## config.mk

```make
export PLATFORM = sky130hd
export DESIGN_NAME = incr_arbiter_flat
export DESIGN_NICKNAME = d
export VERILOG_FILES = /design/src/rtl/incr_arbiter_if.sv /design/src/rtl/incr_arbiter.sv /design/src/flat_wrapper.sv
export SDC_FILE = /design/constraint.sdc
export NUM_CORES = 1
export LEC_CHECK = 0
export CAP_MARGIN = 30
export CORE_MARGIN = 8
export CORE_UTILIZATION = 40
export CTS_CLUSTER_DIAMETER = 60
export CTS_CLUSTER_SIZE = 10
export DETAILED_ROUTE_END_ITERATION = 8
export PLACE_DENSITY = 0.68
export SLEW_MARGIN = 20
export SYNTH_ARGS = -nofsm -noshare
export SYNTH_HDL_FRONTEND = slang
export SYNTH_SLANG_ARGS = --single-unit
```

## constraint.sdc

```tcl
create_clock -name clk -period 2.16 [get_ports clk]
set_input_delay 0.324 -clock clk [delete_from_list [all_inputs] [get_ports clk]]
set_output_delay 0.324 -clock clk [all_outputs]
set_load 0.02 [all_outputs]
```

## src/rtl/incr_arbiter_if.sv

```systemverilog
// ----------------------------------------------------------------------------
// incr_arbiter_if
//   Bundles the requester-side signals of incr_arbiter.
//   req  : per-requester increment request, held until ack
//   clr  : per-requester synchronous clear of count and overflow flag
//   gnt  : one-hot grant of the shared incrementer
//   ack  : one-hot, single-cycle commit acknowledge
//   cnt  : packed counts, requester i at [i*WIDTH +: WIDTH]
//   ovf  : sticky per-requester overflow flags
//   busy : arbiter is not idle
//   master : requester side (drives req/clr)
//   slave  : arbiter side (drives gnt/ack/cnt/ovf/busy)
// ----------------------------------------------------------------------------
interface incr_arbiter_if #(
    parameter int NREQ  = 4,
    parameter int WIDTH = 2
) ();
    logic [NREQ-1:0]       req;
    logic [NREQ-1:0]       clr;
    logic [NREQ-1:0]       gnt;
    logic [NREQ-1:0]       ack;
    logic [NREQ*WIDTH-1:0] cnt;
    logic [NREQ-1:0]       ovf;
    logic                  busy;

    modport master (
        output req,
        output clr,
        input  gnt,
        input  ack,
        input  cnt,
        input  ovf,
        input  busy
    );

    modport slave (
        input  req,
        input  clr,
        output gnt,
        output ack,
        output cnt,
        output ovf,
        output busy
    );
endinterface

```

## src/rtl/incr_arbiter.sv

```systemverilog
// ----------------------------------------------------------------------------
// incr_arbiter
//   Shares a single WIDTH-bit +1 incrementer between NREQ requesters. Each
//   requester owns a count register and a sticky overflow flag. A round-robin
//   FSM (IDLE -> GRANT -> ACK) grants the incrementer, performs the
//   read-modify-write on the winner's count, and pulses the winner's ack.
//   Ports:
//     clk   : clock, rising edge
//     reset : asynchronous, active-high reset
//     bus   : incr_arbiter_if.slave (req/clr in; gnt/ack/cnt/ovf/busy out)
// ----------------------------------------------------------------------------
module incr_arbiter #(
    parameter int NREQ  = 4,
    parameter int WIDTH = 2
) (
    input  logic           clk,
    input  logic           reset,
    incr_arbiter_if.slave  bus
);

    localparam int          PTRW = (NREQ > 1) ? $clog2(NREQ) : 1;
    localparam int unsigned NR   = NREQ;

    typedef enum logic [1:0] {
        IDLE  = 2'd0,
        GRANT = 2'd1,
        ACK   = 2'd2
    } state_t;

    state_t            state_q, state_d;
    logic [PTRW-1:0]   ptr_q, ptr_d;
    logic [PTRW-1:0]   sel_q, sel_d;
    logic [NREQ-1:0]   gnt_q, gnt_d;
    logic [NREQ-1:0]   ack_q, ack_d;
    logic [NREQ-1:0]   ovf_q, ovf_d;
    logic [WIDTH-1:0]  cnt_q [NREQ];
    logic [WIDTH-1:0]  cnt_d [NREQ];

    // Round-robin search result
    logic              pick_found;
    logic [PTRW-1:0]   pick_idx;

    // The one shared incrementer
    logic [WIDTH-1:0]  inc_a;
    logic [WIDTH-1:0]  inc_sum;
    logic              inc_co;

    function automatic logic [NREQ-1:0] onehot(input logic [PTRW-1:0] idx);
        logic [NREQ-1:0] v;
        v      = '0;
        v[idx] = 1'b1;
        return v;
    endfunction

    // First requester at or after ptr, searching cyclically. Because ptr is
    // always one past the last winner, the last winner is checked last.
    always_comb begin
        int unsigned idx;
        pick_found = 1'b0;
        pick_idx   = '0;
        idx        = 0;
        for (int unsigned k = 0; k < NR; k++) begin
            idx = (32'(ptr_q) + k) % NR;
            if (!pick_found && bus.req[idx]) begin
                pick_found = 1'b1;
                pick_idx   = PTRW'(idx);
            end
        end
    end

    always_comb begin
        inc_a             = cnt_q[sel_q];
        {inc_co, inc_sum} = {1'b0, inc_a} + (WIDTH+1)'(1);
    end

    always_comb begin
        state_d = state_q;
        ptr_d   = ptr_q;
        sel_d   = sel_q;
        gnt_d   = '0;
        ack_d   = '0;
        cnt_d   = cnt_q;
        ovf_d   = ovf_q;

        unique case (state_q)
            IDLE: begin
                if (pick_found) begin
                    sel_d   = pick_idx;
                    gnt_d   = onehot(pick_idx);
                    state_d = GRANT;
                end
            end
            GRANT: begin
                // Commits regardless of whether req is still held.
                cnt_d[sel_q] = inc_sum;
                if (inc_co) begin
                    ovf_d[sel_q] = 1'b1;
                end
                ack_d   = onehot(sel_q);
                ptr_d   = (sel_q == PTRW'(NR - 1)) ? '0 : sel_q + PTRW'(1);
                state_d = ACK;
            end
            ACK: begin
                state_d = IDLE;
            end
            default: begin
                state_d = IDLE;
            end
        endcase

        // Clear is applied after the increment so it wins on the same edge;
        // the ack for that requester still pulses.
        for (int unsigned i = 0; i < NR; i++) begin
            if (bus.clr[i]) begin
                cnt_d[i] = '0;
                ovf_d[i] = 1'b0;
            end
        end
    end

    always_ff @(posedge clk or posedge reset) begin
        if (reset) begin
            state_q <= IDLE;
            ptr_q   <= '0;
            sel_q   <= '0;
            gnt_q   <= '0;
            ack_q   <= '0;
            ovf_q   <= '0;
            cnt_q   <= '{default: '0};
        end else begin
            state_q <= state_d;
            ptr_q   <= ptr_d;
            sel_q   <= sel_d;
            gnt_q   <= gnt_d;
            ack_q   <= ack_d;
            ovf_q   <= ovf_d;
            cnt_q   <= cnt_d;
        end
    end

    always_comb begin
        bus.cnt = '0;
        for (int unsigned i = 0; i < NR; i++) begin
            bus.cnt[i*WIDTH +: WIDTH] = cnt_q[i];
        end
    end

    assign bus.gnt  = gnt_q;
    assign bus.ack  = ack_q;
    assign bus.ovf  = ovf_q;
    assign bus.busy = (state_q != IDLE);

endmodule
```

## src/flat_wrapper.sv

```systemverilog
// flat-port wrapper written by rule: the top's interface ports become plain ports
module incr_arbiter_flat 
#(
    parameter int NREQ  = 4,
    parameter int WIDTH = 2
)
  (clk, reset, bus_req, bus_clr, bus_gnt, bus_ack, bus_cnt, bus_ovf, bus_busy);
  incr_arbiter_if #(.NREQ(NREQ), .WIDTH(WIDTH)) bus_i ();
  input  logic clk;
  input  logic reset;
  input wire logic [$bits(bus_i.req)-1:0] bus_req;
  input wire logic [$bits(bus_i.clr)-1:0] bus_clr;
  output wire logic [$bits(bus_i.gnt)-1:0] bus_gnt;
  output wire logic [$bits(bus_i.ack)-1:0] bus_ack;
  output wire logic [$bits(bus_i.cnt)-1:0] bus_cnt;
  output wire logic [$bits(bus_i.ovf)-1:0] bus_ovf;
  output wire logic [$bits(bus_i.busy)-1:0] bus_busy;
  assign bus_i.req = bus_req;
  assign bus_i.clr = bus_clr;
  assign bus_gnt = bus_i.gnt;
  assign bus_ack = bus_i.ack;
  assign bus_cnt = bus_i.cnt;
  assign bus_ovf = bus_i.ovf;
  assign bus_busy = bus_i.busy;
  incr_arbiter #(.NREQ(NREQ), .WIDTH(WIDTH)) u_core (.clk(clk), .reset(reset), .bus(bus_i));
endmodule
```

==> impl_summary.log <==
INFO  metric io_pins = 31
INFO  metric remaining_drc_errors = 0
INFO  metric drt_pre_antenna_iters = 4
INFO  metric area_taken_by_multi_input_logic_gates = about 480 um2
INFO  metric final.hold.worst_slack = approximately 0.33 ns
INFO  metric core_area = about 2800 um2
INFO  metric path_depth = 2
INFO  metric synthArstFlopShare = 1.00
INFO  metric postSynthRegisterBits = 26
INFO  metric period_minus_slack = about 1.9 ns
INFO  metric yosysWarningCount = 0
INFO  metric report.final.hold_viol_count = 0
INFO  metric max_cap_violations = 0
INFO  metric final_weighted_congestion_of_routability_driven_global_placement = about 0.74
INFO  metric finalMaxSlewViolations = 0
INFO  metric seqCellArea = about 650 um2
INFO  metric synth_top_cell_area_share = 0.554
INFO  metric drt-total-wl = approximately 2400 um
INFO  metric number_of_global_route_vias_before_repair = around 900
INFO  metric grt_start_max_net_pins = 27
INFO  metric crit_chain = or2_1, clkdlybuf4s50_1
INFO  metric drt-wirelength-per-cell = ~15 um
INFO  metric timing.rr.end = u_core.bus.cnt[7]$_DFFE_PP0P_
INFO  metric worst-setup-path-type = reg -> out
INFO  metric syn-mean-instance-area = approximately 12 um2
INFO  metric critPathMaxFanout = 3
INFO  metric post_cts_resize_count = 0
INFO  metric timing.critical_path.required = 1.84 ns
INFO  metric rows = 19
INFO  metric holdCritPathClass = in -> async
INFO  metric vdd_drop_max = approximately 0.82 mV
INFO  metric cp_top_family = buffers and inverters
INFO  metric track_usage = 0.105
INFO  metric drtIter0Drc = 23
INFO  metric r2r.worst_path.cells = 4
INFO  metric finalNetCount = 143
INFO  metric dpl.hpwl = 1830 um
INFO  metric layout-drive-gt1-share = 0.134
INFO  metric h-tree-depth = 1
INFO  metric worst_clock_skew = about 0.009 ns
INFO  metric io_buffers = 30
INFO  metric path_clk_slew = approximately 0.14 ns
INFO  metric global_route.overflow_total = 0
INFO  metric worstSetupStartpoint = u_core.state_q[0]$_DFFE_PP0P_
INFO  metric ys_seq_area_frac = 0.554
INFO  metric initial_util = 0.422
INFO  metric ys.flop_type = sky130_fd_sc_hd__dfrtp_1
INFO  metric worst-endpoint-arrival = 1.55 ns
INFO  metric ant_nets = 0
INFO  metric synth_cell_types = 28
INFO  metric n_antenna_cell = 0
INFO  metric area.growth.synth_to_final = 32.9%
INFO  metric outcome = completed
INFO  metric cts_root_buffer = sky130_fd_sc_hd__clkbuf_4
INFO  metric cp.buffers_inverters = 1
INFO  metric critical-path-slowest-cell = sky130_fd_sc_hd__clkdlybuf4s50_1
INFO  metric r2r_start = u_core.sel_q[0]$_DFFE_PP0P_
INFO  metric yosys-top-cells-count = 26 x sky130_fd_sc_hd__dfrtp_1, 14 x sky130_fd_sc_hd__nor2_1, 5 x sky130_fd_sc_hd__ha_1, 5 x sky130_fd_sc_hd__inv_1, 5 x sky130_fd_sc_hd__mux2i_1
INFO  metric fill_cells = approximately 250
INFO  metric post_synth_instance_area = about 1200 um2
INFO  metric maxSlewHeadroom = 0.784
INFO  metric post_detailed_placement_cell_area = 1510 um2
INFO  metric synthCells = 95
INFO  metric cpPeakStageDelay = ~0.56 ns
INFO  metric ff2ff_setup_slack = roughly 0.42 ns
INFO  metric cts_tree = built
INFO  metric detailroute.via_count = 816
INFO  metric layout_worst_path_cycle_share = 0.868
INFO  metric number_of_buffers_created_by_cts = 3
INFO  metric fp.dieW = 70.2 um
INFO  metric cts.hold.buffers_added = 0
INFO  metric timing.setup.tns = 0 ns
INFO  metric insertion_delay = between 0.3 and 0.4 ns
INFO  metric postSynthNetCount = 110
INFO  metric vias_per_cell = ~5.2
INFO  metric number_of_antenna_violations_at_the_first_check_in_global_routing = 0
INFO  metric power_leakage = about 0.70 nW
INFO  metric rsz0062_at_grt = no
INFO  metric ys_top_cells_by_area = sky130_fd_sc_hd__dfrtp_1 55%, sky130_fd_sc_hd__ha_1 5.3%, sky130_fd_sc_hd__nor2_1 4.5%
INFO  metric final_design_area_no_fill = about 1600 um2
INFO  metric cts.sinks = 26
INFO  metric fp.dieH = approximately 70 um
INFO  metric finalSetupViolations = 0
INFO  metric synth_top_area_cell = sky130_fd_sc_hd__dfrtp_1
INFO  metric tightestPinTransition = 0.324 ns
INFO  metric clock_tree_buffer_depth = 2
INFO  metric power.density_cell_area = ~1200 nW/um2
INFO  metric postCtsSetupBuffers = 0
INFO  metric fmaxAchievable = between 500 and 600 MHz
INFO  metric dieArea = a little under 5000 um2
INFO  metric setup.worst_path.end_class = output port
INFO  metric element_type_at_the_critical_path_start = register
INFO  metric number_of_enable_flip_flop_cells_after_synthesis = 0
INFO  metric grt_first_pass_wirelength = ~4300 um
INFO  metric count_leader_synth = sky130_fd_sc_hd__dfrtp_1
==> cell type report <==
type,instances,share of cell area
flip-flops and latches,26,0.417
multi-input cells,59,0.306
repair buffers,33,0.207
well taps,31,0.0249
clock inverters,1,0.0192
clock buffers,3,0.0144
inverters,5,0.0120
==> worst reg2reg max path, delay by kind of cell, from the launching register on <==
family | cells | cell delay, ns
multiplexers | 2 | 0.77
flip-flops | 1 | 0.41
AND/OR/NAND/NOR | 1 | 0.06
adder cells (fa/ha/maj) | 1 | 0.39
==> cells by family (layout without fill, tap and decap cells) <==
kind of cell / after synthesis / count (layout) / share of synthesized area
AOI/OAI and AO/OA: 15 / 15 / 0.108
DFF: 26 / 26 / 0.554
muxes: 10 / 10 / 0.113
and+or+nand+nor: 29 / 29 / 0.132
adders and majority gates: 5 / 5 / 0.0533
buffers and inverters: 10 / 42 / 0.0395
==> layout by cell type, fill, tap and decap left out <==
| master | count |
|---|---|
| sky130_fd_sc_hd__mux2_1 | 2 |
| sky130_fd_sc_hd__mux4_1 | 1 |
| sky130_fd_sc_hd__a31oi_1 | 4 |
| sky130_fd_sc_hd__clkbuf_4 | 3 |
| sky130_fd_sc_hd__clkdlybuf4s50_1 | 30 |
| sky130_fd_sc_hd__o2bb2a_2 | 1 |
| sky130_fd_sc_hd__a211oi_2 | 4 |
| sky130_fd_sc_hd__nand2_1 | 1 |
| sky130_fd_sc_hd__buf_4 | 3 |
| sky130_fd_sc_hd__nor2_1 | 14 |
| sky130_fd_sc_hd__nor2_2 | 1 |
| sky130_fd_sc_hd__a21oi_1 | 3 |
| sky130_fd_sc_hd__bufinv_16 | 1 |
| sky130_fd_sc_hd__mux2_2 | 1 |
| sky130_fd_sc_hd__nand2b_1 | 2 |
| sky130_fd_sc_hd__and2_1 | 4 |
| sky130_fd_sc_hd__nor4_2 | 1 |
| sky130_fd_sc_hd__mux2i_1 | 5 |
| sky130_fd_sc_hd__nor4_1 | 1 |
| sky130_fd_sc_hd__a311oi_2 | 1 |
| sky130_fd_sc_hd__ha_1 | 5 |
| sky130_fd_sc_hd__o21ai_0 | 1 |
| sky130_fd_sc_hd__or2_1 | 1 |
| sky130_fd_sc_hd__dfrtp_1 | 26 |
| sky130_fd_sc_hd__and3b_1 | 2 |
| sky130_fd_sc_hd__o21ai_1 | 1 |
| sky130_fd_sc_hd__mux4_2 | 1 |
| sky130_fd_sc_hd__nor2b_1 | 1 |
| sky130_fd_sc_hd__inv_1 | 5 |
| sky130_fd_sc_hd__and3_1 | 1 |
==> worst max-delay path by stage <==
stage / to / slack [ns]
2_1_floorplan: u_core.bus.cnt[1]$_DFFE_PP0P_ / 0.49
3_3_place_gp: u_core.sel_q[1]$_DFFE_PP0P_ / 0.42
3_5_place_dp: u_core.sel_q[1]$_DFFE_PP0P_ / 0.36
4_1_cts: bus_busy / 0.27
5_1_grt: bus_busy / 0.20
6_report: bus_busy / 0.28
==> stage by stage <==
| stage | utilization | total power, mW | instances | worst slack, ns |
|---|---|---|---|---|
| after global routing | 0.561 | 1.94 | 158 | 0.203 |
| after CTS | 0.561 | 1.83 | 158 | 0.268 |
| after global placement | 0.542 | 1.49 | 154 | 0.423 |
| after detailed placement | 0.542 | 1.50 | 154 | 0.361 |
| after floorplan | - | 1.21 | 95 | 0.492 |
| final | 0.561 | 1.81 | 158 | 0.285 |
==> report_power, final <==
| part | switching (mW) | total, mW | internal [mW] | leakage, nW |
|---|---|---|---|---|
| logic | 0.408 | 0.785 | 0.377 | 0.324 |
| registers | 0.0881 | 0.698 | 0.610 | 0.348 |
| clock network | 0.141 | 0.329 | 0.188 | 0.0279 |
| total | 0.637 | 1.81 | 1.18 | 0.700 |
==> per-layer routing <==
layer  up-vias  track usage  wire length (um)
met2        16        0.175              1230
met5         -            0                 0
met4         0       0.0335                18
met1       408        0.120              1000
li1        390            -                 -
met3         2       0.0410               117
==> sequential cells by signal, indices dropped and copies added (netlist names) <==
| register | cells |
|---|---|
| u_core.bus.ovf | 4 |
| u_core.ptr_q | 2 |
| u_core.bus.cnt | 8 |
| u_core.bus.ack | 4 |
| u_core.bus.gnt | 4 |
| u_core.sel_q | 2 |
| u_core.state_q | 2 |
No activity file was read; power rests on OpenSTA's default activity.
